[src/rtl/pwm_ramp_ctrl.sv]
// pwm_ramp_ctrl: soft-start/soft-stop duty ramp controller driving the PWM timer's mode and compare value
module pwm_ramp_ctrl #(
    parameter int WIDTH = 16
) (
    input  logic             clk,
    input  logic             reset,
    input  logic             enable,
    input  logic [WIDTH-1:0] target_duty,
    input  logic [WIDTH-1:0] step_size,
    input  logic [WIDTH-1:0] step_interval,
    input  logic [WIDTH-1:0] max_count,
    output logic [1:0]       control,
    output logic [WIDTH-1:0] compare,
    output logic             at_target,
    output logic             busy
);
    typedef enum logic [1:0] {IDLE, RAMP, HOLD, STOP} state_t;
    state_t           state, state_n;
    logic [WIDTH-1:0] tick_cnt, eff_target, goal, step, dn_dif, stepped, cmp_n;
    logic [WIDTH:0]   up_sum;
    logic             tick;
    // next state and next compare; a tick moves compare one saturating step toward the goal
    always_comb begin
        eff_target = target_duty > max_count ? max_count : target_duty;
        step       = step_size == '0 ? WIDTH'(1) : step_size;
        tick       = tick_cnt >= step_interval;
        goal       = state == STOP ? '0 : eff_target;
        up_sum     = {1'b0, compare} + {1'b0, step};
        dn_dif     = compare - step;
        stepped    = compare < goal ? (up_sum > {1'b0, goal} ? goal : up_sum[WIDTH-1:0])
                                    : (compare < step || dn_dif < goal ? goal : dn_dif);
        state_n    = state;
        cmp_n      = compare;
        case (state)
            IDLE: begin
                cmp_n   = '0;
                state_n = enable ? RAMP : IDLE;
            end
            RAMP: begin
                if (!enable) state_n = STOP;
                else if (compare == eff_target) state_n = HOLD;
                else if (tick) cmp_n = stepped;
            end
            HOLD: state_n = !enable ? STOP : (eff_target != compare ? RAMP : HOLD);
            STOP: begin
                if (enable) state_n = RAMP;
                else begin
                    cmp_n   = tick ? stepped : compare;
                    state_n = cmp_n == '0 ? IDLE : STOP;
                end
            end
            default: state_n = IDLE;
        endcase
    end
    // registered outputs derived from the next state so the timer mode only flips on IDLE entry/exit
    always_ff @(posedge clk) begin
        if (reset) begin
            state     <= IDLE;
            control   <= 2'b00;
            compare   <= '0;
            at_target <= 1'b0;
            busy      <= 1'b0;
            tick_cnt  <= '0;
        end else begin
            state     <= state_n;
            compare   <= cmp_n;
            control   <= state_n == IDLE ? 2'b00 : 2'b10;
            at_target <= state_n == HOLD;
            busy      <= state_n != IDLE;
            tick_cnt  <= (state == IDLE || tick) ? '0 : tick_cnt + WIDTH'(1);
        end
    end
endmodule

[config.mk]
export PLATFORM = sky130hd
export DESIGN_NAME = pwm_ramp_ctrl
export DESIGN_NICKNAME = d
export VERILOG_FILES = /design/src/rtl/pwm_ramp_ctrl.sv
export SDC_FILE = /design/constraint.sdc
export NUM_CORES = 1
export LEC_CHECK = 0
export BUFFER_PORTS_ARGS = -buffer_cell sky130_fd_sc_hd__buf_2
export CORE_MARGIN = 1.5
export CORE_UTILIZATION = 25
export CTS_CLUSTER_SIZE = 20
export DETAILED_ROUTE_END_ITERATION = 8
export GPL_ROUTABILITY_DRIVEN = 0
export GPL_TIMING_DRIVEN = 0
export HOLD_SLACK_MARGIN = 0.05
export SETUP_SLACK_MARGIN = 0.02
export SLEW_MARGIN = 20
export SYNTH_ARGS = -nofsm -noshare
export SYNTH_HDL_FRONTEND = slang
export SYNTH_SLANG_ARGS = --single-unit
[constraint.sdc]
create_clock -name clk -period 8.3 [get_ports clk]
set_input_delay 2.49 -clock clk [delete_from_list [all_inputs] [get_ports clk]]
set_output_delay 2.49 -clock clk [all_outputs]
set_load 0.01 [all_outputs]
==> results of run 1 <==
-- cell type report --
cell class / instances / area, µm²
Buffer: 47 / 283
Clock buffer: 6 / 129
Clock inverter: 1 / 5.00
Fill cell: 2814 / 18200
Inverter: 79 / 297
Multi-Input combinational cell: 716 / 5480
Sequential cell: 36 / 721
Tap cell: 335 / 419
Timing Repair Buffer: 96 / 508
-- worst max path at each step --
stage | from | to | slack, ps | cells past startpoint
floorplan | max_count[15] | control[1]$_SDFF_PP0_ | 840 | 24
finish | max_count[14] | control[1]$_SDFF_PP0_ | 340 | 25
global placement | max_count[15] | control[1]$_SDFF_PP0_ | -450 | 24
detailed placement | step_size[8] | control[1]$_SDFF_PP0_ | -490 | 24
global route | max_count[13] | control[1]$_SDFF_PP0_ | -30 | 25
CTS | max_count[15] | control[1]$_SDFF_PP0_ | 60 | 25
-- synth_stat cells, types with 7 or more instances --
cell,number
sky130_fd_sc_hd__inv_1,78
sky130_fd_sc_hd__nor2_1,71
sky130_fd_sc_hd__o31ai_1,9
sky130_fd_sc_hd__nand2b_1,8
sky130_fd_sc_hd__o211ai_1,14
sky130_fd_sc_hd__a21oi_1,55
sky130_fd_sc_hd__o21a_1,12
sky130_fd_sc_hd__a211oi_1,10
sky130_fd_sc_hd__nand4_1,17
sky130_fd_sc_hd__xor2_1,25
sky130_fd_sc_hd__clkbuf_1,24
sky130_fd_sc_hd__nand3_1,43
sky130_fd_sc_hd__buf_4,8
sky130_fd_sc_hd__ha_1,119
sky130_fd_sc_hd__or2_2,7
sky130_fd_sc_hd__nand2_1,49
sky130_fd_sc_hd__dfxtp_1,36
sky130_fd_sc_hd__nor4_1,8
sky130_fd_sc_hd__o21ai_0,32
sky130_fd_sc_hd__and3_1,12
sky130_fd_sc_hd__nor3_1,33
sky130_fd_sc_hd__xnor2_1,31
sky130_fd_sc_hd__nor2b_1,12
sky130_fd_sc_hd__a21o_1,16
-- flip-flops by register name, summed over array words and instances, names as in the netlist --
name / cells
at_target: 1
state: 2
control: 1
tick_cnt: 16
compare: 16
-- kinds of logic after synthesis --
kind of cell	synth area share
DFF	0.109
xor gates and xnor gates	0.0739
other	0.000565
buffers and inverters	0.0875
and+or+nand+nor	0.232
AOI/OAI and AO/OA	0.261
adders and majority gates	0.230
muxes	0.00660
-- worst reg2reg max path, stage by stage (launching register included) --
cell and delay (ps):
sky130_fd_sc_hd__dfxtp_1 680, sky130_fd_sc_hd__ha_1 330, sky130_fd_sc_hd__clkbuf_1 200, sky130_fd_sc_hd__o21a_1 240, sky130_fd_sc_hd__o21a_1 210, sky130_fd_sc_hd__a2111o_1 380
sky130_fd_sc_hd__o31ai_1 460, sky130_fd_sc_hd__nand4b_1 140, sky130_fd_sc_hd__o311ai_0 210, sky130_fd_sc_hd__ha_1 370, sky130_fd_sc_hd__nand2_1 90, sky130_fd_sc_hd__nor3_2 80
sky130_fd_sc_hd__or2_2 290, sky130_fd_sc_hd__a221oi_2 340, sky130_fd_sc_hd__o311ai_4 210, sky130_fd_sc_hd__and2_1 180, sky130_fd_sc_hd__buf_4 160, sky130_fd_sc_hd__buf_8 140
sky130_fd_sc_hd__buf_6 140, sky130_fd_sc_hd__nand2_1 60, sky130_fd_sc_hd__o211ai_1 130, sky130_fd_sc_hd__a22oi_2 180, sky130_fd_sc_hd__nand4b_1 230, sky130_fd_sc_hd__nor4b_4 350
sky130_fd_sc_hd__o21ai_1 110
-- cells in the final DEF (no fill, tap or decap), types with 8 or more instances in the layout --
cell type / n
sky130_fd_sc_hd__ha_1: 118
sky130_fd_sc_hd__buf_2: 89
sky130_fd_sc_hd__inv_1: 78
sky130_fd_sc_hd__nor2_1: 71
sky130_fd_sc_hd__a21oi_1: 52
sky130_fd_sc_hd__nand2_1: 47
sky130_fd_sc_hd__nand3_1: 42
sky130_fd_sc_hd__dfxtp_1: 36
sky130_fd_sc_hd__nor3_1: 31
sky130_fd_sc_hd__xnor2_1: 31
sky130_fd_sc_hd__o21ai_0: 29
sky130_fd_sc_hd__xor2_1: 25
sky130_fd_sc_hd__clkbuf_1: 24
sky130_fd_sc_hd__buf_4: 19
sky130_fd_sc_hd__nand4_1: 17
sky130_fd_sc_hd__a21o_1: 16
sky130_fd_sc_hd__o211ai_1: 14
sky130_fd_sc_hd__o21a_1: 12
sky130_fd_sc_hd__nor2b_1: 12
sky130_fd_sc_hd__and3_1: 11
sky130_fd_sc_hd__o21ai_1: 9
sky130_fd_sc_hd__o31ai_1: 9
sky130_fd_sc_hd__nand2b_1: 8
sky130_fd_sc_hd__a211oi_1: 8
-- per-layer routing --
| layer | vias up | part of all wire | global-route usage |
|---|---|---|---|
| met1 | 3216 | 0.46 | 0.221 |
| li1 | 3421 | - | - |
| met4 | 0 | 0.027 | 0.0443 |
| met5 | - | 0 | 0 |
| met2 | 283 | 0.45 | 0.260 |
| met3 | 53 | 0.061 | 0.0234 |
-- power groups by stage --
stage               Sequential, mW  Clock, mW  Combinational, mW
detailed placement           0.178          0              0.291
finish                       0.175      0.175              0.319
global placement             0.178          0              0.285
floorplan                    0.178          0              0.202
global route                 0.175      0.187              0.355
CTS                          0.175      0.179              0.299
-- stage by stage --
stage | worst slack [ps] | cells
CTS | 63.7 | 1309
global route | -27.0 | 1316
detailed placement | -490 | 1298
global placement | -450 | 1298
finish | 343 | 1316
floorplan | 837 | 878
-- repair_timing --
item	4_1_cts	5_1_grt
hold buffers	0	0
resized for setup	1	33
pin swaps	1	15
setup endpoints to repair	3	12
setup buffers	4	7
==> results.txt, run 1 <==
The number of buffers and inverters on the critical path is 5. Compared with the post-synthesis result, the final layout area differs by 18.1%. The tools report the worst vdd rail ir drop as 0.0679 mV. The flow ran to the end, and the final reports show no timing, DRC or antenna violations.

The portion of synthesized cell area occupied by the leading cell type works out to 0.224. The die is 166 µm wide. The switching part of the total power was 0.383. The die is 166 µm tall. The run gives 0.00748 mm² as the cell area after placement. 0 antenna diodes ended up in the layout. The beginning of the worst hold path was tick_cnt[0]$_SDFF_PP0_. The share of synthesized flip-flops with an asynchronous set or reset works out to 0. Among all flip-flop cells after synthesis, the most frequent one is sky130_fd_sc_hd__dfxtp_1. The number of nets at the end of the flow was 1169. The synthesized netlist net count came out at 1066. After routing the design area is 0.00784 mm². Among all stages on the critical path, the largest delay is contributed by sky130_fd_sc_hd__or4_1.

Yosys attributes the largest share of cell area to sky130_fd_sc_hd__ha_1, sky130_fd_sc_hd__dfxtp_1, sky130_fd_sc_hd__inv_1. The detail route stage leaves a number of antenna-violating nets equal to 0. The initial antenna violation count was 0; the via count of the routed design was 6973. The standard-cell row count was 59; the remaining design rule violation count was 0. The pre-antenna-repair detailed-routing pass consisted of 5 iterations. The fraction of final layout cells with drive strength greater than 1 works out to 0.180.

The time the final worst path needs with I/O delays and setup is 7960 ps. The H-tree was split into 2 levels. Setup violations remaining at the end of the flow were counted as 0. The delay of the slowest critical-path stage is 570 ps. After legalization and detailed placement, the total HPWL measured 18500 µm.

The tools report the number of buffers between clock root and the deepest sink as 2. For this block, the initial DRC count from the detailed router was 536. For the hold slack, the log shows 479 ps. Setup total negative slack on the finished layout was measured at 0 ps. The tools report the final number of max-transition violations as 0. The min-delay analysis places its worst path in the category flip-flop to flip-flop. The run gives 35900 µm as the wire length of the first global-routing pass. In the final routed layout, each cell accounts on average for 17.4 µm. The sequential share of power is 0.261.

The clock latency of the later-clocked register in the worst-skew pair came out at 280 ps. The setup path with the least slack is of type input port to flip-flop. Counting flops with a built-in enable in the synthesized netlist gives 0.

The instance count along the most critical hold path came out at 1. The worst hold path terminates at tick_cnt[0]$_SDFF_PP0_. The starting density of the core came out at 0.255. STA classifies the critical path startpoint as an input port.

Between clock sinks in the finished design, the worst skew comes to 4.96 ps. The share of the core filled with cells is 0.301, and the critical path required time is 8450 ps. The tools report the share of total power in combinational logic as 0.477. In this run the mean area of a mapped cell was 7.56 µm².

Buffers placed on the I/O ports in this run total 85. Summed over all layers, the global routing overflow is 0. Dividing the detail-routed via count by the number of cells gives 5.30.

The buffer cell driving the clock tree root was sky130_fd_sc_hd__clkbuf_16. The tools report the via count of the first global-routing pass as 6594. The worst setup path is captured at a flip-flop. Static timing analysis puts the maximum clock frequency at 126 MHz. Wires add up to 22800 µm. The boundary pin count is 87. The number of buffers created by CTS came out at 5.

For the share of synthesized area occupied by flip-flops and latches, the log shows 0.109. The leakage component of the power was 3.59 nW. In this design, the largest share of critical-path delay is due to simple AND/OR/NAND/NOR gates.

Arrival time of data at the critical path endpoint: 8110 ps. The Yosys step of the flow raised 0 warnings. TritonCTS built the clock tree. The endpoint identified for the worst register-to-register timing path is control[1]$_SDFF_PP0_. The worst-case headroom to the max-slew limit is 0.263, and the power per cell area is 85.4 mW/mm².

At the pin with the least slew margin, the transition time is 1090 ps. The aggregate global-route resource usage was 0.161; the reported net switching power was 256 µW. After synthesis, the netlist uses 88 different library cells. The share of the clock period used by the worst path after layout works out to 0.959. Along the worst path, the maximum fanout reaches 10. The internal power of the cells totals 413 µW.

For the post-synthesis cell area, the log shows 0.00664 mm². Max-cap violations in this run came to 0. Total power for the finished layout comes to 669 µW. The logs give 0.262 for the clock network power share and 0 for the final count of hold timing violations. The tools report the source of the worst register-to-register timing path as compare[5]$_SDFFE_PP0P_.

The number of cells on the worst reg-to-reg path is 24. The largest net degree at the start of global routing is 11, and the post-synthesis register bit count is 36. After clock tree synthesis, the clock-pin slew on the worst setup and hold paths is 50 ps. The run gives 0.0261 mm² as the core box area. The die covers 0.0275 mm².

Number of sinks driven by the clock tree: 36. Of all cell types, the one taking the most synthesized area is sky130_fd_sc_hd__ha_1. Synthesis handed over a netlist of 878 instances. The internal reg-to-reg setup slack was 2280 ps.
No activity file was read; power rests on OpenSTA's default activity.
==> run 2: changes to the inputs <==
--- a/config.mk
+++ b/config.mk
@@ -6,6 +6,8 @@
 export NUM_CORES = 1
 export LEC_CHECK = 0
 export BUFFER_PORTS_ARGS = -buffer_cell sky130_fd_sc_hd__buf_2
+export CELL_PAD_IN_SITES_DETAIL_PLACEMENT = 0
+export CELL_PAD_IN_SITES_GLOBAL_PLACEMENT = 2
 export CORE_MARGIN = 1.5
 export CORE_UTILIZATION = 25
 export CTS_CLUSTER_SIZE = 20
@@ -13,6 +15,7 @@
 export GPL_ROUTABILITY_DRIVEN = 0
 export GPL_TIMING_DRIVEN = 0
 export HOLD_SLACK_MARGIN = 0.05
+export PLACE_DENSITY_LB_ADDON = 0.1
 export SETUP_SLACK_MARGIN = 0.02
 export SLEW_MARGIN = 20
 export SYNTH_ARGS = -nofsm -noshare
==> constraint.sdc (replaced) <==
create_clock -name clk -period 8.3 [get_ports clk]
set_input_delay 0.83 -clock clk [delete_from_list [all_inputs] [get_ports clk]]
set_output_delay 0.83 -clock clk [all_outputs]
set_load 0.01 [all_outputs]
==> results.txt, run 2 (synthesis gave the netlist of run 1 again) <==
The worst register-to-register path begins at compare[5]$_SDFFE_PP0P_. Across all hold checks on the routed design, the worst slack comes to 477 ps. The number of gates resized after CTS was 0.

The largest registers in the layout are compare x16, tick_cnt x16, state x2. With fillers left out, the area of the finished cells amounts to 0.00762 mm². The worst-case IR drop observed on VDD is 0.0650 mV.

For the worst setup path, the data arrival time is 7550 ps. The vertical die dimension is 166 µm. The number of setup buffers added after CTS is 0. The library cells used most frequently in the layout, excluding fill and tap cells, are sky130_fd_sc_hd__ha_1, sky130_fd_sc_hd__buf_2, sky130_fd_sc_hd__inv_1. The worst setup path is captured at a flip-flop.

The number of endpoints failing setup at the final stage was 0. The tools report the total negative slack as 0 ps. Among all stages on the critical path, the largest delay is contributed by sky130_fd_sc_hd__a2111oi_0. The initialized floorplan defines 59 standard-cell rows. For the total power, the log shows 670 µW. The final number of max-transition violations was 0; the overall die area was 0.0275 mm². Leaving out fill and tap cells, the most frequent cell in the layout is sky130_fd_sc_hd__ha_1. After detailed routing, the number of remaining DRC violations is 0. For the worst flop-to-flop path, the logic depth is 21. The count of input and output buffers is 85. For this run, the slowest stage of the critical path takes 610 ps. The tool flagged a number of max-cap violations equal to 0. Across all setup checks in the final design, the least slack found is 911 ps. The clock drives 36 sinks.

Once placement finished, the instance area stood at 0.00748 mm². Setup slack on the worst reg-to-reg path comes out at 1310 ps. The final cell count without fillers is 1306, and the share of the clock period used by the worst path after layout is 0.890. The logs give 0.190 for the aggregate global-route resource usage and 2 for the number of buffers between clock root and the deepest sink. After filler insertion, the fill cell instance count of the layout stands at 2936.

For the level count of the clock H-tree, the log shows 2. In this run the static leakage power is 3.52 nW. The largest net degree at the start of global routing is 13.

The beginning of the worst hold path is tick_cnt[0]$_SDFF_PP0_. The initial antenna violation count was 0; the wire length of the first global-routing pass was 40800 µm. The tree is rooted in a sky130_fd_sc_hd__clkbuf_16. Number of vias per cell after detailed routing: 5.15. The endpoint of the worst hold path is tick_cnt[0]$_SDFF_PP0_.

Counting I/O delays and the setup requirement, the final critical path takes 7390 ps. In this run, placement finished with an instance count of 1298. The tools report the number of DRC markers in iteration 0 as 392. In this run, post-CTS hold repair placed 0 buffers.

Setup repair after global routing left no endpoint under its margin. Before antenna repair, the detailed router went through 4 iterations. TritonCTS built the clock tree. Measured along the x axis, the die boundary spans 166 µm. The starting density of the core was 0.255. The fraction of final layout cells with drive strength greater than 1 works out to 0.151. The average detailed-routed wire length per instance is 20.2 µm.

The worst setup path is launched from an input port. The endpoint identified for the worst register-to-register timing path is control[1]$_SDFF_PP0_. For the core box area, the log shows 0.0261 mm². In the final layout, the multi-input gates occupy 0.00534 mm². Count of inserted antenna diode cells: 0. Remaining global-route overflow: 0.

For this block, the routed nets add up to 26400 µm of wire. In this run the worst path has a maximum fanout of 10. The detail route stage leaves a number of antenna-violating nets equal to 0. The final count of hold timing violations is 0.

Summing over every cut layer, the via total after detailed routing is 6728. The type of the worst min-delay path was flip-flop to flip-flop. For this design the top-level I/O count stands at 87. Critical path required time: 8460 ps. For the pin with the worst max-slew slack, the measured transition is 1000 ps.

For the upper clock frequency limit, the log shows 135 MHz. The worst setup path category was input port to flip-flop. The run gives 463 ps as the minimum setup slack after placement. Clock-pin slew was measured on the worst setup and hold paths at 60 ps.

For the worst-skew pair, the clock arrives at the later sink with an insertion delay of 280 ps. The share of the core filled with cells is 0.293, and the worst-case headroom to the max-slew limit is 0.324. The logs give 6796 for the via count of the first global-routing pass and 6.19 ps for the clock skew after layout.

The critical path goes through buf_2 -> inv_1 -> ha_1 -> a21oi_1 -> o21ai_1 -> nor4_4 -> nand3_2 -> nand2_1 -> buf_2 -> a21oi_1 -> or2_2 -> ha_1 -> nand4_1 -> nor4_1 -> nand4_1 -> a2111oi_0 -> nand3_1 -> clkbuf_1 -> nor2_1 -> a21oi_1 -> o221ai_1 -> nand4_1 -> nor4b_2 -> o21ai_1. Counting the buffers created by CTS gives 5. The final layout contains 1158 nets. The run gives 22000 µm as the sum of net half-perimeters after detailed placement. Instance count along the most critical hold path: 1.

The run finished with clean final reports. From synthesis to final layout, the design area changed by 14.9%. Registers take 721 µm². Dividing total power by cell area gives a power density of 87.9 mW/mm².
[run 2: critical path, delay by kind of cell]
family / cells / cell delay (ps)
AND/OR/NAND/NOR: 11 / 3610
AO/OA/AOI/OAI: 7 / 1610
buffers and inverters: 4 / 860
adder cells (fa/ha/maj): 2 / 610
[run 2: metal layers]
| metal | vias to the layer above | track usage | part of all wire |
|---|---|---|---|
| met1 | 3125 | 0.267 | 0.49 |
| met5 | - | 0 | 0 |
| met3 | 28 | 0.0164 | 0.035 |
| met4 | 0 | 0.0541 | 0.024 |
| met2 | 172 | 0.308 | 0.45 |
| li1 | 3403 | - | - |
[run 2: cell type report]
class                           instances  area share
Timing Repair Buffer                   85      0.0558
Multi-Input combinational cell        716       0.700
Clock buffer                            5      0.0164
Clock inverter                          3     0.00246
Inverter                               79      0.0389
Buffer                                 47      0.0372
Tap cell                              335      0.0550
Sequential cell                        36      0.0945
[run 2: where the power goes]
| part | internal (mW) | switching, mW | leakage (nW) | total [mW] |
|---|---|---|---|---|
| sequential | 0.174 | 0.000725 | 0.290 | 0.174 |
| combinational | 0.116 | 0.190 | 3.16 | 0.306 |
| clock | 0.111 | 0.0789 | 0.0736 | 0.190 |
| total | 0.400 | 0.270 | 3.52 | 0.670 |
[run 2: worst max path at each step]
stage,startpoint,end,slack (ps)
2_1_floorplan,max_count[15],control[1]$_SDFF_PP0_,2500
3_3_place_gp,step_size[8],control[1]$_SDFF_PP0_,420
3_5_place_dp,step_size[12],control[1]$_SDFF_PP0_,460
4_1_cts,step_size[12],control[1]$_SDFF_PP0_,720
5_1_grt,step_size[8],control[1]$_SDFF_PP0_,410
6_report,max_count[13],control[1]$_SDFF_PP0_,910
==> run 3: changes to the inputs <==
--- a/config.mk
+++ b/config.mk
@@ -9,7 +9,7 @@
 export CELL_PAD_IN_SITES_DETAIL_PLACEMENT = 0
 export CELL_PAD_IN_SITES_GLOBAL_PLACEMENT = 2
 export CORE_MARGIN = 1.5
-export CORE_UTILIZATION = 25
+export CORE_UTILIZATION = 35
 export CTS_CLUSTER_SIZE = 20
 export DETAILED_ROUTE_END_ITERATION = 8
 export GPL_ROUTABILITY_DRIVEN = 0
==> results.txt, run 3 (synthesis gave the netlist of run 1 again) <==
In the layout the commonest cells are sky130_fd_sc_hd__ha_1, sky130_fd_sc_hd__buf_2, sky130_fd_sc_hd__inv_1. The routed design could run at a clock period as short as 7230 ps. In this run the most critical hold path is launched from tick_cnt[0]$_SDFF_PP0_.

The final count of hold timing violations was 0; the hold slack was 472 ps. The clock skew after layout is 2.89 ps. For the pin with the worst max-slew slack, the measured transition is 1040 ps.

The tools report the aggregate global-route resource usage as 0.233. The H-tree generated during clock tree synthesis spans 2 levels. Once layout is done, the placed cells without fillers occupy 0.00752 mm².

VDD sags by at most 0.0715 mV. The number of endpoints failing setup at the final stage was 0. Most common cell after layout, fill and taps aside: sky130_fd_sc_hd__ha_1. The area of all sequential standard cells was 721 µm². The initial antenna violation count came out at 0. Number of buffers and inverters on the critical path: 3. The average detailed-routed wire length per instance works out to 19.3 µm.

The quantity of gates resized following cts is 0. Endpoint of the worst hold path: tick_cnt[0]$_SDFF_PP0_. The tools report the upper clock frequency limit as 138 MHz. The design draws 690 µW. The logs give 36 for the number of sinks driven by the clock tree and 6678 for the via count of the routed design.

The tools report the core box area as 0.0186 mm². The run gives 0 ps as the total negative slack. The delay of the slowest critical-path stage is 700 ps. The largest registers in the layout are compare x16, tick_cnt x16, state x2. In this run the tool buffered the top-level ports with 85 buffer cells.

For this block, the routed nets add up to 23300 µm of wire. The placed instances occupy a cell area of 0.00735 mm². TritonCTS built the clock tree. The number of buffers added for setup after CTS was 0; the overall die area was 0.0198 mm². The share of the clock period used by the worst path after layout is 0.871. The logs give 0.298 for the worst-case headroom to the max-slew limit and 13 for the largest net degree at the start of global routing. The detail route stage leaves a number of antenna-violating nets equal to 0. The vertical die dimension came out at 141 µm.

The multi-input combinational cells in the finished layout cover a total of 0.00534 mm². The buffer cell driving the clock tree root is sky130_fd_sc_hd__clkbuf_16. 0 antenna diodes ended up in the layout. For this run, the detailed router's first-pass iteration total came to 4. Summed over all nets, the half-perimeter wirelength after detailed placement is 19500 µm.

The final number of max-transition violations came out at 0. Summed over all nets, wire length on met3 after detailed routing comes to 848 µm. The source of the worst register-to-register timing path was compare[5]$_SDFFE_PP0P_.

The flow ran to the end, and the final reports show no timing, DRC or antenna violations. The starting density of the core is 0.356, and the clock-pin slew of the registers on the worst-case setup and hold paths is 60 ps. By startpoint and endpoint, the worst setup path is classified as input port to flip-flop.

Die span in x: 141 µm. The first global-routing pass estimated 36000 µm of wire. Setup repair after global routing left no endpoint under its margin. The number of vias per cell after detailed routing works out to 5.54. The analysis attributes to cell leakage a power of 3.53 nW. Routed length on met1: 11300 µm. The run gives 0 as the total of max-cap violations. After clock tree synthesis, the flow added hold-fix buffers numbering 0.

The setup check on the worst reg-to-reg path leaves a slack of 1430 ps. In this run the critical register-to-register path is captured at control[1]$_SDFF_PP0_. The detailed-routed wire length on met2 came out at 10600 µm. For the worst setup path, the data required time is 8460 ps. The initialized floorplan defines 50 standard-cell rows. The worst setup path is launched from an input port. The fill cell total of the finished layout was 2036; the fraction of final layout cells with drive strength greater than 1 was 0.151.

For the worst flop-to-flop path, the logic depth is 22. The layout overhead on the synthesized area was 13.3%; the boundary pin count was 87. The final layout contains 1158 nets. Routed signal wires occupy layers up through met4. No sink is reached through more buffers than the 2 on the longest clock path.

The slowest cell on the critical path is sky130_fd_sc_hd__a2111oi_0. The remaining global-route overflow was 0; the clock latency of the later-clocked register in the worst-skew pair was 290 ps. The instance count along the most critical hold path works out to 1. The worst setup path is captured at a flip-flop. The number of buffers created by CTS is 5, and the power per cell area is 91.8 mW/mm².

In this run the worst path has a maximum fanout of 10. After detailed routing, the number of remaining DRC violations is 0. Grouping stages by cell kind, the critical path spends the most delay in compound AO/OA/AOI/OAI gates. For this block, the initial DRC count from the detailed router was 359. The via count of the first global-routing pass came out at 6273. The tightest min-delay check is of the flip-flop to flip-flop type. The arrival time of data at the critical path endpoint was 7390 ps.

Share of the core filled with cells: 0.403.
==> run 3: area by class of cell <==
| class | instances | share of cell area |
|---|---|---|
| Tap cell | 234 | 0.0389 |
| Multi-Input combinational cell | 716 | 0.709 |
| Inverter | 79 | 0.0394 |
| Clock buffer | 5 | 0.0166 |
| Clock inverter | 3 | 0.00566 |
| Buffer | 47 | 0.0378 |
| Sequential cell | 36 | 0.0958 |
| Timing Repair Buffer | 85 | 0.0566 |
==> run 3: worst max-delay path by stage <==
stage	startpoint	to	cells past startpoint
final	step_size[12]	control[1]$_SDFF_PP0_	25
after global routing	step_size[8]	control[1]$_SDFF_PP0_	25
after CTS	step_size[8]	control[1]$_SDFF_PP0_	25
after detailed placement	step_size[8]	control[1]$_SDFF_PP0_	25
after global placement	step_size[8]	control[1]$_SDFF_PP0_	25
after floorplan	max_count[15]	control[1]$_SDFF_PP0_	24
==> run 3: per-layer routing <==
layer,GRT usage,vias to the layer above
li1,-,3406
met1,0.320,3096
met2,0.390,153
met3,0.0214,23
met4,0.0636,0
met5,0,-
==> run 3: metrics by stage <==
stage                     std cells  setup WS [ps]
after global placement         1197            553
after detailed placement       1197            612
final                          1205           1070
after floorplan                 878           2500
after global routing           1205            431
after CTS                      1205            893
==> run 3: power breakdown <==
| part | switching, mW | internal, mW |
|---|---|---|
| logic | 0.184 | 0.116 |
| registers | 0.000734 | 0.174 |
| clock network | 0.0752 | 0.141 |
